### src/rtl/reg_write_arbiter.sv
// reg_write_arbiter: four requesters share one WIDTH-bit register through a
// round-robin arbiter. Each grant lasts one cycle and the register is written
// at the end of the grant if the granted request is still asserted.
// Optional feature macro ARB_LOCK_EN adds a 'lock' input that lets the
// granted requester hold the grant for up to four consecutive writes.
module reg_write_arbiter #(
   parameter int WIDTH = 8
) (
   input  logic               clk,
   input  logic               rst_n,
   input  logic [3:0]         req,
   input  logic [4*WIDTH-1:0] wdata,
`ifdef ARB_LOCK_EN
   input  logic               lock,
`endif
   output logic [3:0]         gnt,
   output logic [WIDTH-1:0]   q,
   output logic [WIDTH-1:0]   qbar,
   output logic               wr_done,
   output logic               busy
);

   typedef enum logic {
      IDLE  = 1'b0,
      GRANT = 1'b1
   } state_t;

   state_t             state_q, state_d;
   logic [3:0]         gnt_q, gnt_d;
   logic [WIDTH-1:0]   q_q, q_d;
   logic               wr_done_q, wr_done_d;
   logic [1:0]         ptr_q, ptr_d;
   logic [1:0]         g_idx;
   logic               hold;
`ifdef ARB_LOCK_EN
   logic [1:0]         lock_cnt_q, lock_cnt_d;
`endif

   // First asserted request searching from p upward, modulo 4.
   function automatic logic [1:0] rr_pick(input logic [3:0] r, input logic [1:0] p);
      logic [1:0] idx;
      logic [1:0] win;
      logic       found;
      win   = p;
      found = 1'b0;
      for (int unsigned k = 0; k < 4; k++) begin
         idx = p + k[1:0];
         if (!found && r[idx]) begin
            win   = idx;
            found = 1'b1;
         end
      end
      return win;
   endfunction

   function automatic logic [3:0] onehot(input logic [1:0] i);
      return 4'b0001 << i;
   endfunction

   // Encode the registered one-hot grant back to an index.
   always_comb begin
      g_idx = 2'd0;
      for (int unsigned k = 0; k < 4; k++) begin
         if (gnt_q[k]) g_idx = k[1:0];
      end
   end

   // Next-state, write and re-arbitration logic.
   always_comb begin
      state_d   = state_q;
      gnt_d     = gnt_q;
      q_d       = q_q;
      wr_done_d = 1'b0;
      ptr_d     = ptr_q;
      hold      = 1'b0;
`ifdef ARB_LOCK_EN
      lock_cnt_d = '0;
`endif
      case (state_q)
         IDLE: begin
            if (|req) begin
               state_d = GRANT;
               gnt_d   = onehot(rr_pick(req, ptr_q));
            end else begin
               gnt_d = '0;
            end
         end
         GRANT: begin
            if (req[g_idx]) begin
               q_d       = wdata[g_idx*WIDTH +: WIDTH];
               wr_done_d = 1'b1;
`ifdef ARB_LOCK_EN
               // Locked writes keep the grant; the fourth write always rotates.
               if (lock && (lock_cnt_q != 2'd3)) begin
                  hold       = 1'b1;
                  lock_cnt_d = lock_cnt_q + 2'd1;
               end else begin
                  ptr_d = g_idx + 2'd1;
               end
`else
               ptr_d = g_idx + 2'd1;
`endif
            end
            // Re-arbitrate at the same edge with the updated pointer.
            if (hold) begin
               gnt_d = gnt_q;
            end else if (|req) begin
               gnt_d = onehot(rr_pick(req, ptr_d));
            end else begin
               state_d = IDLE;
               gnt_d   = '0;
            end
         end
         default: begin
            state_d = IDLE;
            gnt_d   = '0;
         end
      endcase
   end

   // State registers with asynchronous active-low reset.
   always_ff @(posedge clk or negedge rst_n) begin
      if (!rst_n) begin
         state_q   <= IDLE;
         gnt_q     <= '0;
         q_q       <= '0;
         wr_done_q <= 1'b0;
         ptr_q     <= 2'd0;
`ifdef ARB_LOCK_EN
         lock_cnt_q <= '0;
`endif
      end else begin
         state_q   <= state_d;
         gnt_q     <= gnt_d;
         q_q       <= q_d;
         wr_done_q <= wr_done_d;
         ptr_q     <= ptr_d;
`ifdef ARB_LOCK_EN
         lock_cnt_q <= lock_cnt_d;
`endif
      end
   end

   assign gnt     = gnt_q;
   assign q       = q_q;
   assign qbar    = ~q_q;
   assign wr_done = wr_done_q;
   assign busy    = (state_q == GRANT);

endmodule

### config.mk
export PLATFORM = sky130hd
export DESIGN_NAME = reg_write_arbiter
export DESIGN_NICKNAME = d
export VERILOG_FILES = /design/src/rtl/reg_write_arbiter.sv
export SDC_FILE = /design/constraint.sdc
export NUM_CORES = 1
export LEC_CHECK = 0
export CORE_AREA = 2 2 50 87
export CTS_BUF_LIST = sky130_fd_sc_hd__clkbuf_16
export DETAILED_ROUTE_END_ITERATION = 10
export DIE_AREA = 0 0 52 89
export HOLD_SLACK_MARGIN = 0.02
export PLACE_DENSITY = 0.67
export SLEW_MARGIN = 20
export SYNTH_ARGS = -nofsm -noshare
export SYNTH_HDL_FRONTEND = slang
export SYNTH_SLANG_ARGS = --single-unit
### constraint.sdc
create_clock -name clk -period 5.2 [get_ports clk]
set_input_delay 0.52 -clock clk [delete_from_list [all_inputs] [get_ports clk]]
set_output_delay 0.52 -clock clk [all_outputs]
set_load 0.05 [all_outputs]
==> summary.md <==
| Metric | Value |
|---|---|
| Outcome | `completed` |
| Worst hold path cell count | `2` |
| Setup bufs post-CTS | `0` |
| Clock power frac | `0.119` |
| Mapped Area | `0.00133 mm2` |
| Crit share post-route | `0.499` |
| Syn Area/Cell | `8.48 um2` |
| Static Leakage | `0.787 nW` |
| Register share of total power | `0.239` |
| Launch point of the worst hold path | `q[3]$_DFFE_PN0P_` |
| Critical path class | `reg2out` |
| Fin area | `0.00198 mm2` |
| Mux share of post-synthesis cell area | `0.128` |
| Crit end category | `output pin` |
| Fin util | `0.512` |
| Grt total ovfl | `0` |
| Setup violations, final | `0` |
| Crit path DAT | `2.08 ns` |
| Register area share after synthesis | `0.301` |
| Antenna violations before repair | `0` |
| CP Max Fanout | `20` |
| Commonest non-fill, non-tap cell in the layout | `clkdlybuf4s50_1` |
| Initial Util | `0.344` |
| Max-slew violations | `0` |
| Number of distinct library cells after synthesis | `45` |
| DRC viols | `0` |
| Largest net degree at the start of global routing | `26` |
| Clock-pin transition on the worst setup and hold timing paths | `0.05 ns` |
| Worst EP required | `4.68 ns` |
| Nets | `246` |
| Power density over cell area | `634 mW/mm2` |
| Yosys reg bits | `16` |
| Hpwl dp | `2910 um` |
| Internal | `601 uW` |
| Vias in the first global route | `1288` |
| CP bufs+invs | `1` |
| Syn Nets | `195` |
| Psw | `655 uW` |
| Routed WL per cell | `14.8 um` |
| Unrepaired setup endpoints after global routing | `no` |
| Antenna fix cells | `0` |
| Max transition margin | `0.445` |
| Synth warnings | `0` |
| CTS tree | `yes` |
| DIE HEIGHT | `89 um` |
| Final hold vios | `0` |
| Max-cap viol count | `0` |
| Crit path cell chain | `clkdlybuf4s50_1` |
| Dpl cells | `251` |
| Cell row count | `30` |
| Routed WL | `3790 um` |
| Final WS setup | `2.60 ns` |
| Non-filler cells, final | `255` |
| Vias/cell | `5.27` |
| Clock latency at the later pin of the worst-skew pair | `0.24 ns` |
| Main combinational cell family by area after synthesis | `compound AO/OA/AOI/OAI gates` |
| Peak Freq | `385 MHz` |
| Comb power frac | `0.642` |
| Fin Clk Skew | `0.00207 ns` |
| Xor and xnor area share after synthesis | `0` |
| Io pins | `60` |
| Synth Area in Adders | `0` |
| Post-Synth Simple-Gate Area | `0.184` |
| Max incr delay on CP | `0.94 ns` |
| Ys async rst share | `1.00` |
| Delay-heaviest family, CP | `buffers and inverters` |
| R2R Setup Slk | `2.80 ns` |
| Die area | `0.00463 mm2` |
| EDFF count, synth | `0` |
| Crit path time final | `2.60 ns` |
| RD Place Congestion | `0.779` |
| Num CTS Buffers | `3` |
| H-tree depth | `1` |
| Ys flop type | `dfrtp_1` |
| CTS max path bufs | `2` |
| Sinks on Clock Net | `16` |
| DP Area | `0.00190 mm2` |
| Hold path endpoint | `q[3]$_DFFE_PN0P_` |
| CP startpoint kind | `flop` |
| Worst VDD drop | `384 uV` |
| Layout cells sized above 1 | `0.0435` |
| CTS root buffer | `clkbuf_16` |
| Worst slack at placement | `2.48 ns` |
| Post-CTS resize count | `0` |
| 1st-iter DRT viols | `32` |
| FF-to-FF Start | `gnt[3]$_DFF_PN0_` |
| R2r worst-path depth | `5` |
| CTS Hold Bufs | `0` |
| Switch share | `0.522` |
| RR Endpoint | `gnt[3]$_DFF_PN0_` |
| Port bufs | `59` |
| Critical path's slowest cell | `clkdlybuf4s50_1` |
| Critical path depth in cells | `1` |
| TNS Setup | `0 ns` |
| Layout overhead on the synthesized area | `48.8%` |
| Core Footprint | `0.00387 mm2` |
| Chip Width | `52 um` |
| Fillcell total | `362` |
| First-pass DRT Iterations | `4` |
| Slew at the pin closest to its max-slew limit | `0.833 ns` |
| Cells after Synth | `157` |
| Hold Crit Class | `reg2reg` |
| Via Count | `1344` |
| Detail Route Antenna Nets | `0` |
| Gr usage total | `0.184` |
| First-pass GRT wire length | `6230 um` |
| Commonest cells after routing, fill and taps aside | `59 x clkdlybuf4s50_1, 23 x nand2_1, 17 x mux2i_1, 17 x o21ai_0, 16 x dfrtp_1` |
| Post-synthesis compound-gate area fraction | `0.285` |
[cell usage after synthesis, drive strengths merged (2+ instances only)]
master,count,area [um2]
o21ai,18,90.1
clkbuf,5,18.8
a32o,2,21.3
o31ai,4,35.0
mux2i,17,170
nor4,2,12.5
inv,15,56.3
o22ai,3,18.8
nand3b,2,15.0
nand2,23,86.3
nor2,4,15.0
dfrtp,16,400
nor2b,8,50.1
buf,8,61.3
o31a,2,17.5
a2111oi,2,55.1
nand3,2,10.0
a21oi,2,13.8
a31o,3,26.3
[how the worst max path moves through the flow]
| stage | start | end | slack [ns] |
|---|---|---|---|
| after floorplan | gnt[1]$_DFF_PN0_ | gnt[1]$_DFF_PN0_ | 3.09 |
| after global placement | req[2] | gnt[3]$_DFF_PN0_ | 2.52 |
| after detailed placement | req[2] | gnt[1]$_DFF_PN0_ | 2.48 |
| after CTS | gnt[3]$_DFF_PN0_ | gnt[3] | 2.60 |
| after global routing | req[2] | q[1]$_DFFE_PN0P_ | 2.56 |
| final | gnt[3]$_DFF_PN0_ | gnt[3] | 2.60 |
[final cells by class]
| type | instances | area (um2) | area share |
|---|---|---|---|
| flip-flops and latches | 16 | 400 | 0.202 |
| inverters | 15 | 56.3 | 0.0284 |
| clock inverters | 1 | 3.75 | 0.00190 |
| multi-input cells | 113 | 795 | 0.401 |
| clock buffers | 3 | 75.1 | 0.0379 |
| well taps | 48 | 60.1 | 0.0303 |
| repair buffers | 59 | 591 | 0.298 |
[power groups by stage]
stage | Sequential [mW] | Clock [mW] | Combinational (mW)
6_report | 0.300 | 0.149 | 0.807
5_1_grt | 0.313 | 0.159 | 0.869
4_1_cts | 0.301 | 0.153 | 0.813
3_5_place_dp | 0.304 | 0 | 0.811
3_3_place_gp | 0.302 | 0 | 0.805
2_1_floorplan | 0.390 | 0 | 0.485
[logic make-up (layout without fill, tap and decap cells)]
kind of cell           count (synthesis)  in the layout
AO/OA/AOI/OAI                         47             47
buffers and inverters                 28             78
flip-flops                            16             16
multiplexers                          17             17
AND/OR/NAND/NOR                       49             49
[state kept, by name (all words and copies together), names as in the netlist]
signal / flops
busy: 1
gnt: 4
ptr_q: 2
wr_done: 1
q: 8
[metrics by stage]
step	hold WS [ns]	total power, mW
floorplan	0.224	0.876
global placement	0.501	1.11
detailed placement	0.506	1.11
CTS	0.522	1.27
global route	0.569	1.34
finish	0.516	1.26
[layer usage]
| metal | GRT usage | part of all wire |
|---|---|---|
| met1 | 0.185 | 0.37 |
| met2 | 0.364 | 0.58 |
| met3 | 0.0151 | 0.027 |
| met5 | 0 | 0 |
| met4 | 0.0837 | 0.018 |
(Power assumes the default switching activity.)
==> edit 1 (config.mk and constraints unchanged) <==
The parameter `WIDTH` goes from 8 to 7.
--- a/src/rtl/reg_write_arbiter.sv
+++ b/src/rtl/reg_write_arbiter.sv
@@ -4,7 +4,7 @@
 // Optional feature macro ARB_LOCK_EN adds a 'lock' input that lets the
 // granted requester hold the grant for up to four consecutive writes.
 module reg_write_arbiter #(
-   parameter int WIDTH = 8
+   parameter int WIDTH = 7
 ) (
    input  logic               clk,
    input  logic               rst_n,
Interface: changed (resized q, qbar and wdata); port bits go from 60 to 54. No check against the original RTL was run, so the function may have changed too.
==> edit 1 against the unedited design <==
- power down 5.7%
- worst setup slack worse by 5.1 ps
- count of clock-buffer cells in the layout unchanged
- global-route usage shrank 2.4 points
- cell area down 9.8%
- sequential cell count shrank 1
- combinational power down 3.2%
- synthesized cell count down 8.9%
- register-to-register slack got worse by 200 ps
- area after synthesis decreased by 13%
- fmax fell by 0.20%
- final cell count down 6.7%
- first-iteration DRC count increased by 28%
- routed wire length shrank 4.1%
- critical path type is now reg2reg
- largest power group unchanged
==> edit 1: results (changes against the unedited design) <==
worst r2r src = gnt[1]
PortBufs = 53 (-10%)
CP max FO = 14 (-30%)
post-synthesis sequential area ratio = 32.2% (+2.1 points)
CP delay by family, top = flip-flops
Clock Power = 143 uW (-4%)
Cell variety after synth = 39 (-13%)
Reg power frac = 22.0% (-1.9 points)
Int Pwr = 567 uW (-5.7%)
CP peak stage delay = 740 ps (-200 ps)
hpwl dp = 2780 um (-4.6%)
initial antenna violation count = 0 (unchanged)
GPL Wtd Cong = 0.847 (+8.8%)
Clock Latency Late Sink = 240 ps (about the same)
arrival time of the worst setup path = 2750 ps (+670 ps)
synth warn = 0 (unchanged)
first-pass GRT wire length = 5680 um (-8.9%)
RR Endpoint = gnt[1]
Synth area leaders = dfrtp_1, a21oi_1, nor2_1
number of global-route vias before repair = 1241 (-3.6%)
Layout fillers = 389 (+7.5%)
Synth Net Count = 177 (-9.2%)
commonest cells in the netlist = nor2_1, a21oi_1, dfrtp_1
WHS Endpoint = q[1]
initial drt markers = 41 (+28%)
Max VDD drop = 0.000395 V (+2.9%)
vias = 1254 (-6.7%)
WL/cell = 15.3 um (+2.8%)
post_cts resized = 0 (unchanged)
max FFs per register = 7 (-1)
ANT cells = 0 (unchanged)
worst clock skew = 2.59 ps (+0.521 ps)
drt first pass iters = 4 (unchanged)
H-tree levels = 1 (unchanged)
status = finished clean
Worst Hold Launch = q[1]
share of the synthesized area in the top cell type = 32.2% (+2.1 points)
Clock Tree Buf Depth = 2 (unchanged)
CTS tree = done
share of cells above drive strength 1 = 5.79% (+1.4 points)
largest net degree at the start of global routing = 24 (-7.7%)
P_leak = 0.734 nW (-6.7%)
final net count = 225 (-8.5%)
cells on worst reg2reg path = 6 (+1)
pre-CTS setup slack = 2370 ps (-109 ps)
R2R Setup Slk = 2600 ps (-200 ps)
clock root buffer = clkbuf_16
relative slew slack = 45.4% (+0.94 points)
slowest CP cell = dfrtp_1
Global Route Usage Sum = 16.0% (-2.4 points)
[edit 1: cells by family (layout without fill, tap and decap cells)]
logic type | count (synthesis) | in the layout | synth area share (%)
AND/OR/NAND/NOR | 43 | 43 | 18.6
flip-flops | 15 | 15 | 32.2
buffers and inverters | 22 | 69 | 7.95
AO/OA/AOI/OAI | 54 | 54 | 33.3
multiplexers | 9 | 9 | 7.95
[edit 1: worst max path at each step]
stage                     cells after the start    from  endpoint  slack (ps)
after floorplan                               6  gnt[1]    gnt[1]        2800
after global placement                        7  req[2]    gnt[1]        2400
after detailed placement                      7  req[2]    gnt[1]        2370
after CTS                                     6  gnt[1]    gnt[1]        2570
after global routing                          6  gnt[1]    gnt[1]        2440
final                                         6  gnt[1]    gnt[1]        2600
[edit 1: stage by stage]
stage	area, um2	instances	util, %	hold WS (ps)	power [mW]
after CTS	1790	238	46.2	541	1.20
after global placement	1710	234	44.2	517	1.05
after global routing	1790	238	46.2	565	1.27
after detailed placement	1710	234	44.2	535	1.05
final	1790	238	46.2	534	1.18
after floorplan	1160	143	-	224	0.805
[edit 1: per-layer routing]
layer | share of wire (%) | vias up | track usage (%)
li1 | - | 611 | -
met2 | 54 | 57 | 30.3
met5 | 0 | - | 0
met1 | 38 | 577 | 16.5
met4 | 2.6 | 0 | 6.22
met3 | 5.8 | 9 | 3.34
[edit 1: final cells by class]
| type | count | area share [%] |
|---|---|---|
| Multi-Input combinational cell | 106 | 39.0 |
| Clock buffer | 3 | 4.20 |
| Tap cell | 48 | 3.36 |
| Timing Repair Buffer | 53 | 29.7 |
| Sequential cell | 15 | 21.0 |
| Clock inverter | 1 | 0.210 |
| Inverter | 12 | 2.52 |
==> edit 2 (config.mk and constraints unchanged) <==
Without the edit above. Take the reset off `q_q` and load it in a clocked block of its own.
--- a/src/rtl/reg_write_arbiter.sv
+++ b/src/rtl/reg_write_arbiter.sv
@@ -123,7 +123,6 @@
       if (!rst_n) begin
          state_q   <= IDLE;
          gnt_q     <= '0;
-         q_q       <= '0;
          wr_done_q <= 1'b0;
          ptr_q     <= 2'd0;
 `ifdef ARB_LOCK_EN
@@ -132,13 +131,16 @@
       end else begin
          state_q   <= state_d;
          gnt_q     <= gnt_d;
-         q_q       <= q_d;
          wr_done_q <= wr_done_d;
          ptr_q     <= ptr_d;
 `ifdef ARB_LOCK_EN
          lock_cnt_q <= lock_cnt_d;
 `endif
       end
+   end
+
+   always_ff @(posedge clk) begin
+      q_q <= q_d;
    end
 
    assign gnt     = gnt_q;
Check against the original RTL: differs if rst_n is asserted again (counterexample within 4 cycles, from zero or initial values and one cycle with rst_n low); with rst_n held inactive, the same outputs for 10 cycles.
==> edit 2 against the unedited design <==
- critical path depth unchanged
- count of clock-buffer cells in the layout unchanged
- routed wire length decreased by 12%
- die area unchanged
- sequential cell count unchanged
- area after synthesis decreased by 13%
- non-clock buffer count unchanged
- cell area decreased by 6.9%
- worst setup slack improved by 49 ps
- combinational power increased by 1%
- power increased by 1.9%
- via count decreased by 9.4%
- largest cell class unchanged
- final cell count decreased by 5.1%
==> edit 2: results (changes against the unedited design) <==
met1 WL = 1250 um (-11%)
WL met3 = 144 um (+40%)
status = finished clean
first-pass GRT wire length = 5290 um (-15%)
commonest cells in the netlist = nor2_1, a21oi_1, inv_1
Hold Path Class = in2async
post-synthesis sequential area ratio = 37.8% (+7.7 points)
Fmax = 393 MHz (+1.9%)
Max VDD drop = 0.000348 V (-9.2%)
arrival time of the worst setup path = 2030 ps (-50 ps)
Mapped Cells = 140 (-11%)
met3 usage = 3.01% (+1.5 points)
initial antenna violation count = 0 (unchanged)
share of cells above drive strength 1 = 5.67% (+1.3 points)
met1 GRT Util = 18.2% (-0.31 points)
pre-CTS setup slack = 2420 ps (-60.6 ps)
CP peak stage delay = 940 ps (about the same)
met2 wire len = 1870 um (-15%)
Async SR Flop Fraction = 50.0% (-50 points)
Final Non-Filler Cells = 242 (-5.1%)
number of global-route vias before repair = 1109 (-14%)
Synth Net Count = 178 (-8.7%)
CP max FO = 25 (+25%)
relative slew slack = 47.6% (+3.1 points)
worst clock skew = 5.52 ps (+3.45 ps)
GR Layer Usage met2 = 25.9% (-10 points)
Global Route Usage Sum = 15.0% (-3.3 points)
drt first pass iters = 4 (unchanged)
Post-Route WL = 3320 um (-12%)
Synth area leaders = edfxtp_1, dfrtp_1, mux2i_1
hpwl dp = 2650 um (-8.9%)
final net count = 233 (-5.3%)
EDFF count, synth = 8 (+8)
vias = 1218 (-9.4%)
Cell variety after synth = 41 (-8.9%)
initial drt markers = 30 (-6.3%)
Clock Tree Buf Depth = 2 (unchanged)
GPL Wtd Cong = 0.874 (+12%)
-- edit 2: changes by cell type after synthesis, moves of 8 or more --
cell / unedited run / this run
nand2_1: 23 / 12
dfrtp_1: 16 / 8
a21oi_1: 1 / 14
o21ai_0: 17 / 3
nor2_1: 4 / 18
o21ai_1: 1 / 11
edfxtp_1: 0 / 8
mux2i_1: 17 / 9
-- edit 2: path summary, 6_finish.rpt --
kind / from / endpoint / slack, ps / depth (start not counted)
setup reg to reg: gnt[3] / gnt[1] / 2720 / 6
hold reg to reg: busy / gnt[2] / 670 / 2
setup / recovery: gnt[3] / gnt[3] / 2650 / 1
max in group asynchronous: rst_n / gnt[3] / 4350 / 1
hold / removal: rst_n / gnt[1] / 570 / 1
min in group clk: busy / gnt[2] / 670 / 2
-- edit 2: kinds of logic (layout without fill, tap and decap cells) --
family                 Yosys count  after routing  share of synthesized area (%)
AO/OA/AOI/OAI                   47             47                           28.0
AND/OR/NAND/NOR                 43             43                           17.0
buffers and inverters           25             79                           9.45
flip-flops                      16             16                           37.8
multiplexers                     9              9                           7.73
-- edit 2: power breakdown --
| group | total, mW | internal, mW | switching, mW |
|---|---|---|---|
| logic | 0.815 | 0.306 | 0.509 |
| clock network | 0.147 | 0.102 | 0.0449 |
| registers | 0.318 | 0.219 | 0.0998 |
-- edit 2: area by class of cell --
class | count | area [um2]
fill | 375 | 2020
multi-input combinational | 99 | 614
timing repair buffer | 59 | 591
sequential | 16 | 440
clock buffer | 3 | 75.1
inverter | 16 | 60.1
tap | 48 | 60.1
clock inverter | 1 | 3.75
-- edit 2: through the flow --
| stage | area (um2) | power [mW] |
|---|---|---|
| floorplan | 1160 | 0.889 |
| global placement | 1770 | 1.13 |
| detailed placement | 1770 | 1.13 |
| CTS | 1840 | 1.29 |
| global route | 1840 | 1.37 |
| finish | 1840 | 1.28 |
